`config.mk`:
```
export PLATFORM = sky130hd
export DESIGN_NAME = csr_unit
export DESIGN_NICKNAME = d
export VERILOG_FILES = /design/src/rtl/csr_unit.sv
export SDC_FILE = /design/constraint.sdc
export NUM_CORES = 1
export LEC_CHECK = 0
export BUFFER_PORTS_ARGS = -buffer_cell sky130_fd_sc_hd__buf_2
export CORE_MARGIN = 1.5
export CORE_UTILIZATION = 40
export DETAILED_ROUTE_END_ITERATION = 10
export GPL_ROUTABILITY_DRIVEN = 0
export GPL_TIMING_DRIVEN = 0
export SLEW_MARGIN = 20
export SYNTH_ARGS = -nofsm -noshare
export SYNTH_HDL_FRONTEND = slang
export SYNTH_SLANG_ARGS = --single-unit
```
`constraint.sdc`:
```
create_clock -name clk -period 3.5 [get_ports clk]
set_clock_uncertainty 0.1 [all_clocks]
set_input_delay 0.35 -clock clk [delete_from_list [all_inputs] [get_ports clk]]
set_output_delay 0.35 -clock clk [all_outputs]
set_load 0.03 [all_outputs]
```
`src/rtl/csr_unit.sv`:
```
// csr_unit: machine-mode CSR file with cycle/instret counters, trap entry/return and interrupt status.
// Defining CSR_TIMER_EN adds mtime/mtimecmp and drives mip.MTIP; otherwise no timer flops exist.
module csr_unit #(
  parameter int              XLEN      = 32,
  parameter logic [XLEN-1:0] MTVEC_RST = '0,
  parameter logic [XLEN-1:0] HART_ID   = '0
) (
  input  logic            clk,
  input  logic            rst_n,
  input  logic [11:0]     raddr,
  output logic [XLEN-1:0] rdata,
  output logic            rillegal,
  input  logic            we,
  input  logic [11:0]     waddr,
  input  logic [XLEN-1:0] wdata,
  input  logic            trap_valid,
  input  logic [XLEN-1:0] trap_cause,
  input  logic [XLEN-1:0] trap_pc,
  input  logic [XLEN-1:0] trap_tval,
  input  logic            mret,
  input  logic            retire,
  input  logic            ext_irq,
  input  logic            sw_irq,
  output logic [XLEN-1:0] trap_target,
  output logic [XLEN-1:0] mepc_o,
  output logic            irq_pending,
  output logic [XLEN-1:0] irq_cause
);

  localparam logic [11:0] A_MSTATUS   = 12'h300;
  localparam logic [11:0] A_MIE       = 12'h304;
  localparam logic [11:0] A_MTVEC     = 12'h305;
  localparam logic [11:0] A_MSCRATCH  = 12'h340;
  localparam logic [11:0] A_MEPC      = 12'h341;
  localparam logic [11:0] A_MCAUSE    = 12'h342;
  localparam logic [11:0] A_MTVAL     = 12'h343;
  localparam logic [11:0] A_MIP       = 12'h344;
  localparam logic [11:0] A_MCYCLE    = 12'hB00;
  localparam logic [11:0] A_MINSTRET  = 12'hB02;
  localparam logic [11:0] A_MCYCLEH   = 12'hB80;
  localparam logic [11:0] A_MINSTRETH = 12'hB82;
  localparam logic [11:0] A_MHARTID   = 12'hF14;
  localparam logic [11:0] A_MTIME     = 12'h7C0;
  localparam logic [11:0] A_MTIMEH    = 12'h7C1;
  localparam logic [11:0] A_MTIMECMP  = 12'h7C2;
  localparam logic [11:0] A_MTIMECMPH = 12'h7C3;

  localparam logic [XLEN-1:0] EPC_MASK  = {{(XLEN-2){1'b1}}, 2'b00};
  localparam logic [XLEN-1:0] CAUSE_MEI = {1'b1, {(XLEN-5){1'b0}}, 4'd11};
  localparam logic [XLEN-1:0] CAUSE_MSI = {1'b1, {(XLEN-5){1'b0}}, 4'd3};
  localparam logic [XLEN-1:0] CAUSE_MTI = {1'b1, {(XLEN-5){1'b0}}, 4'd7};

  function automatic logic impl_addr(input logic [11:0] a);
    case (a)
      A_MSTATUS, A_MIE, A_MTVEC, A_MSCRATCH, A_MEPC, A_MCAUSE, A_MTVAL, A_MIP,
      A_MCYCLE, A_MINSTRET, A_MHARTID: return 1'b1;
      A_MCYCLEH, A_MINSTRETH:          return (XLEN == 32);
`ifdef CSR_TIMER_EN
      A_MTIME, A_MTIMECMP:             return 1'b1;
      A_MTIMEH, A_MTIMECMPH:           return (XLEN == 32);
`endif
      default:                         return 1'b0;
    endcase
  endfunction

  function automatic logic wr_ok(input logic [11:0] a);
    return impl_addr(a) && (a != A_MIP) && (a != A_MHARTID);
  endfunction

  // Value a write would leave behind, as seen by a subsequent read.
  function automatic logic [XLEN-1:0] wmask(input logic [11:0] a, input logic [XLEN-1:0] d);
    case (a)
      A_MSTATUS: return d & XLEN'(32'h88);
      A_MIE:     return d & XLEN'(32'h888);
      A_MEPC:    return d & EPC_MASK;
      default:   return d;
    endcase
  endfunction

  logic            st_mie, st_mpie;
  logic            msie, mtie, meie;
  logic            msip, mtip, meip;
  logic [XLEN-1:0] mtvec, mscratch, mepc, mcause, mtval;
  logic [63:0]     mcycle, minstret;
  logic [XLEN-1:0] mie_vec, mip_vec, pend, base;
  logic            sw_we;

  assign sw_we  = we && wr_ok(waddr);
  assign mepc_o = mepc;

  always_ff @(posedge clk or negedge rst_n) begin
    if (!rst_n) begin
      st_mie   <= 1'b0;
      st_mpie  <= 1'b0;
      msie     <= 1'b0;
      mtie     <= 1'b0;
      meie     <= 1'b0;
      msip     <= 1'b0;
      meip     <= 1'b0;
      mtvec    <= MTVEC_RST;
      mscratch <= '0;
      mepc     <= '0;
      mcause   <= '0;
      mtval    <= '0;
    end else begin
      meip <= ext_irq;
      msip <= sw_irq;
      if (trap_valid) begin
        mepc    <= trap_pc & EPC_MASK;
        mcause  <= trap_cause;
        mtval   <= trap_tval;
        st_mpie <= st_mie;
        st_mie  <= 1'b0;
      end else if (mret) begin
        st_mie  <= st_mpie;
        st_mpie <= 1'b1;
      end
      // Software writes lose to any trap/mret that touches the same register.
      if (sw_we) begin
        case (waddr)
          A_MSTATUS: if (!trap_valid && !mret) begin
            st_mie  <= wdata[3];
            st_mpie <= wdata[7];
          end
          A_MIE: begin
            msie <= wdata[3];
            mtie <= wdata[7];
            meie <= wdata[11];
          end
          A_MTVEC:    mtvec    <= wdata;
          A_MSCRATCH: mscratch <= wdata;
          A_MEPC:     if (!trap_valid) mepc   <= wdata & EPC_MASK;
          A_MCAUSE:   if (!trap_valid) mcause <= wdata;
          A_MTVAL:    if (!trap_valid) mtval  <= wdata;
          default: ;
        endcase
      end
    end
  end

  // A write to either half of a counter suppresses that counter's increment.
  always_ff @(posedge clk or negedge rst_n) begin
    if (!rst_n) begin
      mcycle   <= '0;
      minstret <= '0;
    end else begin
      if (sw_we && waddr == A_MCYCLE) begin
        if (XLEN == 64) mcycle <= 64'(wdata);
        else            mcycle[31:0] <= wdata[31:0];
      end else if (sw_we && waddr == A_MCYCLEH) begin
        mcycle[63:32] <= wdata[31:0];
      end else begin
        mcycle <= mcycle + 64'd1;
      end
      if (sw_we && waddr == A_MINSTRET) begin
        if (XLEN == 64) minstret <= 64'(wdata);
        else            minstret[31:0] <= wdata[31:0];
      end else if (sw_we && waddr == A_MINSTRETH) begin
        minstret[63:32] <= wdata[31:0];
      end else if (retire) begin
        minstret <= minstret + 64'd1;
      end
    end
  end

`ifdef CSR_TIMER_EN
  logic [63:0] mtime, mtimecmp;

  always_ff @(posedge clk or negedge rst_n) begin
    if (!rst_n) begin
      mtime    <= '0;
      mtimecmp <= '0;
      mtip     <= 1'b0;
    end else begin
      mtip <= (mtime >= mtimecmp) && (mtimecmp != 64'd0);
      if (sw_we && waddr == A_MTIME) begin
        if (XLEN == 64) mtime <= 64'(wdata);
        else            mtime[31:0] <= wdata[31:0];
      end else if (sw_we && waddr == A_MTIMEH) begin
        mtime[63:32] <= wdata[31:0];
      end else begin
        mtime <= mtime + 64'd1;
      end
      if (sw_we && waddr == A_MTIMECMP) begin
        if (XLEN == 64) mtimecmp <= 64'(wdata);
        else            mtimecmp[31:0] <= wdata[31:0];
      end else if (sw_we && waddr == A_MTIMECMPH) begin
        mtimecmp[63:32] <= wdata[31:0];
      end
    end
  end
`else
  assign mtip = 1'b0;
`endif

  always_comb begin
    mie_vec     = '0;
    mie_vec[3]  = msie;
    mie_vec[7]  = mtie;
    mie_vec[11] = meie;
    mip_vec     = '0;
    mip_vec[3]  = msip;
    mip_vec[7]  = mtip;
    mip_vec[11] = meip;
    pend        = mie_vec & mip_vec;
    irq_pending = st_mie & (|pend);
    irq_cause   = '0;
    if (irq_pending) begin
      if (pend[11])     irq_cause = CAUSE_MEI;
      else if (pend[3]) irq_cause = CAUSE_MSI;
      else              irq_cause = CAUSE_MTI;
    end
  end

  always_comb begin
    base        = mtvec & EPC_MASK;
    trap_target = base;
    if (trap_valid) begin
      if (mtvec[1:0] == 2'b01 && trap_cause[XLEN-1])
        trap_target = base + XLEN'({trap_cause[XLEN-2:0], 2'b00});
    end else if (mret) begin
      trap_target = mepc;
    end
  end

  always_comb begin
    rdata    = '0;
    rillegal = !impl_addr(raddr);
    if (we && waddr == raddr && wr_ok(raddr)) begin
      rdata = wmask(raddr, wdata);
    end else begin
      case (raddr)
        A_MSTATUS:   rdata = XLEN'({st_mpie, 3'b000, st_mie, 3'b000});
        A_MIE:       rdata = mie_vec;
        A_MTVEC:     rdata = mtvec;
        A_MSCRATCH:  rdata = mscratch;
        A_MEPC:      rdata = mepc;
        A_MCAUSE:    rdata = mcause;
        A_MTVAL:     rdata = mtval;
        A_MIP:       rdata = mip_vec;
        A_MCYCLE:    rdata = XLEN'(mcycle);
        A_MINSTRET:  rdata = XLEN'(minstret);
        A_MCYCLEH:   if (XLEN == 32) rdata = XLEN'(mcycle[63:32]);
        A_MINSTRETH: if (XLEN == 32) rdata = XLEN'(minstret[63:32]);
        A_MHARTID:   rdata = HART_ID;
`ifdef CSR_TIMER_EN
        A_MTIME:     rdata = XLEN'(mtime);
        A_MTIMECMP:  rdata = XLEN'(mtimecmp);
        A_MTIMEH:    if (XLEN == 32) rdata = XLEN'(mtime[63:32]);
        A_MTIMECMPH: if (XLEN == 32) rdata = XLEN'(mtimecmp[63:32]);
`endif
        default: ;
      endcase
    end
  end

endmodule

```
======== Word-level counts from Yosys, hierarchy flattened ========
Cells that the tools add are included.
storage, ports and cells
  register bits after elaboration ......... 295
  bits of input ports ..................... 160
  word-level logic and storage cells ...... 122
operators by class
  add/subtract/negate cells ............... 3
  eq/ne operators ......................... 34
  muxes and demuxes ....................... 40
  bitwise gates (word level) .............. 3
  reductions and logical operators ........ 26
operators with widths
  kind                   count
  $mux 32                23
  $pmux 32 s12           1
  $eq 12x10->1 const B   16
  $add 64x1->64 const B  2
  $eq 12x12->1 const B   10
  $pmux 32 s3            1
  $mux 64                1
  $add 32x32->32         1
  $reduce_or 32->1       1
  $reduce_or 13->1       2
  $ne 12x10->1 const B   2
  $ne 12x12->1 const B   2
  $logic_and 1x1->1      13
  $and 12x12->12         1
  $eq 12x12->1           1
  $mux 1                 12
  $reduce_and 2->1       5
  $mux 4                 1
  $ne 2x2->1 const B     2
  $reduce_bool 2->1      2
  $logic_not 1->1        3
  $mux 3                 1
  $eq 2x1->1 const B     1
  $and 1x1->1            1
  $not 1->1              1

======== Longest topological paths before layout ========
  depth after elaboration ................. 9
  gate-level depth with buffers ........... 12

======== Worst setup path after synthesis ========
OpenSTA, ideal clock, no wires.
  path kind ............................... register to output
  start point ............................. register mtvec[2]
  end point ............................... output port trap_target[28]
  arrival time ............................ 3.129 ns
  data required time ...................... 3.050 ns
  path slack .............................. -0.079 ns
  stages on the path, launching flop included .. 11
  cell sequence ........................... dfrtp_1 ha_1 fa_1 a21o_1 a21oi_1 o21a_1 nor2_1 a31o_2 a311oi_1 xor2_1 a221oi_1
between the ends
  cells in the longest elaborated chain, start to end .. 3
ends and longest elaborated chain
  element                 RTL line  source
  from (decl)             83        logic [XLEN-1:0] mtvec, mscratch, mepc, mcause, mtval;
  from (signal assigned)  130       A_MTVEC: mtvec <= wdata;
  $add 32x32->32          220       trap_target = base + XLEN'({trap_cause[XLEN-2:0], 2'b00});
  $mux 32                 219       if (mtvec[1:0] == 2'b01 && trap_cause[XLEN-1])
  $mux 32                 218       if (trap_valid) begin
  to (decl)               24        output logic [XLEN-1:0] trap_target,
Every way passes these cells.

======== Worst setup path in the final report ========
  start point ............................. register mtvec[8]
  end point ............................... output port trap_target[31]
Same word-level chain as after synthesis.

==> impl_results.md <==
- Worst Path Arrival: 3.29 ns
- Post-Syn Area per Cell: 8.74 µm²
- Post-synth top area cell: dfrtp_1
- Net Sw Frac: 29.0%
- Max Cap Viol: 0
- Starting Density: 40.6%
- EDFF count, synth: 0
- Hold Path Origin: trap_tval[17]
- Synth Instances: 2216
- Vias per cell: 6.30
- Detailed Route Iter0 Violations: 2755
- Setup tns final: -1.77 ns
- Vias in the first global route: 20100
- Worst Hold End: mtval[17]
- Final hold vios: 0
- Worst EP required: 3.05 ns
- Initial antenna violation count: 1
- Final setup margin: -0.235 ns
- R2R Setup Slk: 0.23 ns
- Final Hold Slack: 0.0101 ns
- Internal cell power: 6.34 mW
- Total track usage: 33.4%
- Largest net degree at the start of global routing: 95
- Crit Path Category: register to output pin
- CTS tree: done
- Filler instances: 4448
- Status: complete, but fails checks
- Reg area: 7400 µm²
- Nets: 2786
- Adder and majority gate portion of the synthesized area: 2.11%
- Slew headroom: 24.6%
- Total global routing overflow: 0
- Peak fanout along the critical path: 5
- Ys Warns: 0
- Finished Cell Area: 24300 µm²
- Multi-input logic area: 11700 µm²
- Compound-gate portion of the synthesized area: 21.2%
- Die ar.: 49700 µm²
- Die Ht: 223 µm
- Clock Sinks: 295
- Htree depth: 2
- Area after DPL: 21500 µm²
- PortBufs: 220
- Worst reg2reg endpoint: mcycle[36]
- Worst-path clk slew: 0.06 ns
- DRT Wirelength: 84300 µm
- Peak VDD IR: 256 µV
- Register bit count reported by yosys: 295
- Crit Reg-Reg Startpoint: mcycle[1]
- Final ANT Viol Nets: 0
- HPWL after DPL: 64200 µm
- Core Region: 47700 µm²
- Die Wd: 223 µm
- Clock Latency Late Sink: 0.53 ns
- Leakage: 10.6 nW
- Reg2Reg Depth: 10
- Worst-case clock buffer depth: 3
- Sw power: 2.60 mW
- Share of power burned in registers: 43.5%
- Main combinational cell family by area after synthesis: compound AO/OA/AOI/OAI gates
- Sequential share of the synthesized area: 38.1%
- Final Slew Violations: 0
- Fraction of layout cells with a size suffix above 1: 23.1%
- Final setup violation count: 21
- CTS Root Cell: clkbuf_16
- Post-Syn Area: 19400 µm²
- RSZ-0062 raised after global routing: yes
- I/O pin cnt: 290
- End-of-flow core utilization: 50.9%
- Post-Synth XOR/XNOR Area: 3.89%
- Via count: 20400
- Final period utilization: 107%
- Pwr/cell area: 368 nW/µm²
- DR WL/cell: 26.1 µm
- Hold Path Class: input pin to register
- FP Rows: 80
- Hold path cells: 3
- Post-synth top flop: dfrtp_1
- First-pass GRT wire length: 126000 µm
- Critical Path Sink Type: output pin
- FMAX: 0.268 GHz
- Total power: 8.93 mW
- Clock power frac: 43.4%
- Share of the synthesized area in the top cell type: 38.1%
- Synth area leaders: dfrtp_1 38%, o21ai_0 6.2%, nand2_1 6.0%
- Combinational power share: 13.1%
- DRC violations left: 0
- Simple-Gate Fraction of Synth Area: 19.4%
- Area growth syn-to-layout: 25.4%
- Cell variety after synth: 80
- Startpoint Class: register
- Post-synth ARST share: 100%
- Pre-Repair DR Iteration Count: 7
- CTS Buf Count: 36
- Worst-margin pin slew: 1.12 ns
- Post-route minimum period: 3.74 ns
- Post-synthesis mux area share: 9.83%
- Failing checks: negative setup slack
-- synth_stat cells (4+ instances only) --
master,n
xnor2_1,35
a32oi_1,4
a21oi_1,71
nand3b_1,14
nor2_1,133
nand2_1,311
a221oi_1,41
and2_1,14
nor2b_1,21
ha_1,31
a22oi_1,64
nor3b_1,7
a222oi_1,32
o21ai_0,239
clkbuf_1,137
mux2_2,68
nor4b_1,7
o22ai_1,16
buf_2,31
o21a_1,8
o21bai_1,5
buf_4,33
o211ai_1,4
a21o_1,20
and4_1,11
nand4_1,32
mux2i_1,107
a311oi_1,12
a211o_1,4
o21ai_1,6
nor2_4,4
dfrtp_1,295
or3_1,6
inv_1,22
nand3_1,80
nor3_1,37
nor4_1,8
a31oi_1,16
mux2_1,6
nand2b_1,4
and3_1,47
xor2_1,51
a211oi_1,55
and3b_1,5
-- placed cells by master (no fill, tap or decap), drive strengths merged, types with 12 or more instances in the layout --
cell and instances:
buf 320, nand2 311, dfrtp 295, o21ai 245, clkbuf 186, nor2 139, mux2i 107, nand3 81
mux2 74, a21oi 71, dlygate4sd3 65, a22oi 64, a211oi 55, xor2 51, and3 49, a221oi 41
nor3 37, xnor2 35, nand4 35, a222oi 32, ha 31, conb 28, inv 22, nor2b 21
a21o 20, o22ai 16, a31oi 16, and2 14, nand3b 14, and4 12, a311oi 12
-- final cells by class --
cell class,instances,share of cell area (%)
clock buffer,51,4.36
multi-input combinational,1718,48.1
sequential,295,30.5
buffer,203,4.10
antenna,1,0.0103
clock inverter,12,0.597
timing repair buffer,318,8.85
inverter,22,0.340
tap,615,3.17
-- critical path, cell delays in order (launching register included) --
cell	delay [ns]
dfrtp_2	0.43
ha_4	0.24
a21o_1	0.18
a21o_1	0.20
or3_4	0.37
o211a_1	0.28
o21ai_4	0.20
o2bb2ai_1	0.14
nand3_1	0.11
a311oi_2	0.34
buf_4	0.24
-- repair_timing --
action	4_1_cts	5_1_grt
endpoints found under the hold margin	118	0
buffers inserted	22	8
gates resized for setup	140	72
setup endpoints to repair	56	54
pin swaps	29	28
gates cloned	0	0
hold buffers	65	0
-- power by group through the flow --
| stage | clock network, mW | logic, mW | registers, mW |
|---|---|---|---|
| final | 3.88 | 1.17 | 3.89 |
| after global routing | 4.05 | 1.26 | 3.90 |
| after CTS | 3.90 | 1.13 | 3.86 |
| after detailed placement | 0 | 1.04 | 3.92 |
| after global placement | 0 | 1.01 | 3.92 |
| after floorplan | 0 | 0.555 | 3.85 |
-- stage by stage --
stage | setup slack (ns) | cells
6_report | -0.235 | 3235
2_1_floorplan | 0.0264 | 2243
3_3_place_gp | -3.83 | 3078
3_5_place_dp | -0.667 | 3081
4_1_cts | -0.214 | 3229
5_1_grt | -0.265 | 3234
-- worst max-delay path by stage --
stage,from,end
after CTS,mtvec[8],trap_target[31]
after global placement,rst_n,mepc_o[4]
after global routing,mtvec[2],trap_target[28]
after floorplan,mtvec[2],trap_target[26]
after detailed placement,raddr[4],rdata[18]
final,mtvec[8],trap_target[31]
-- flip-flops by register name, summed over array words and instances (netlist names), 32 cells and up --
signal and flops:
mcycle 64, minstret 64, mcause 32, mepc_o 32
mscratch 32, mtval 32, mtvec 32
-- logic make-up (layout without fill, tap and decap cells) --
family | Yosys count | count (layout)
AOI/OAI and AO/OA | 627 | 627
xor gates and xnor gates | 86 | 86
adders and majority gates | 32 | 32
buffers and inverters | 230 | 606
DFF | 295 | 295
muxes | 181 | 181
other | 1 | 29
and+or+nand+nor | 764 | 764
-- routing by layer --
layer / wire length [µm] / GRT usage (%) / part of all wire [%] / vias to the layer above
li1: - / - / - / 8864
met4: 4250 / 15.4 / 5.0 / 0
met5: 0 / 0 / 0 / -
met2: 38100 / 53.1 / 45 / 1270
met1: 33800 / 44.1 / 40 / 9977
met3: 8110 / 6.01 / 9.6 / 269
Note: power is estimated with default switching activity, not from simulation.
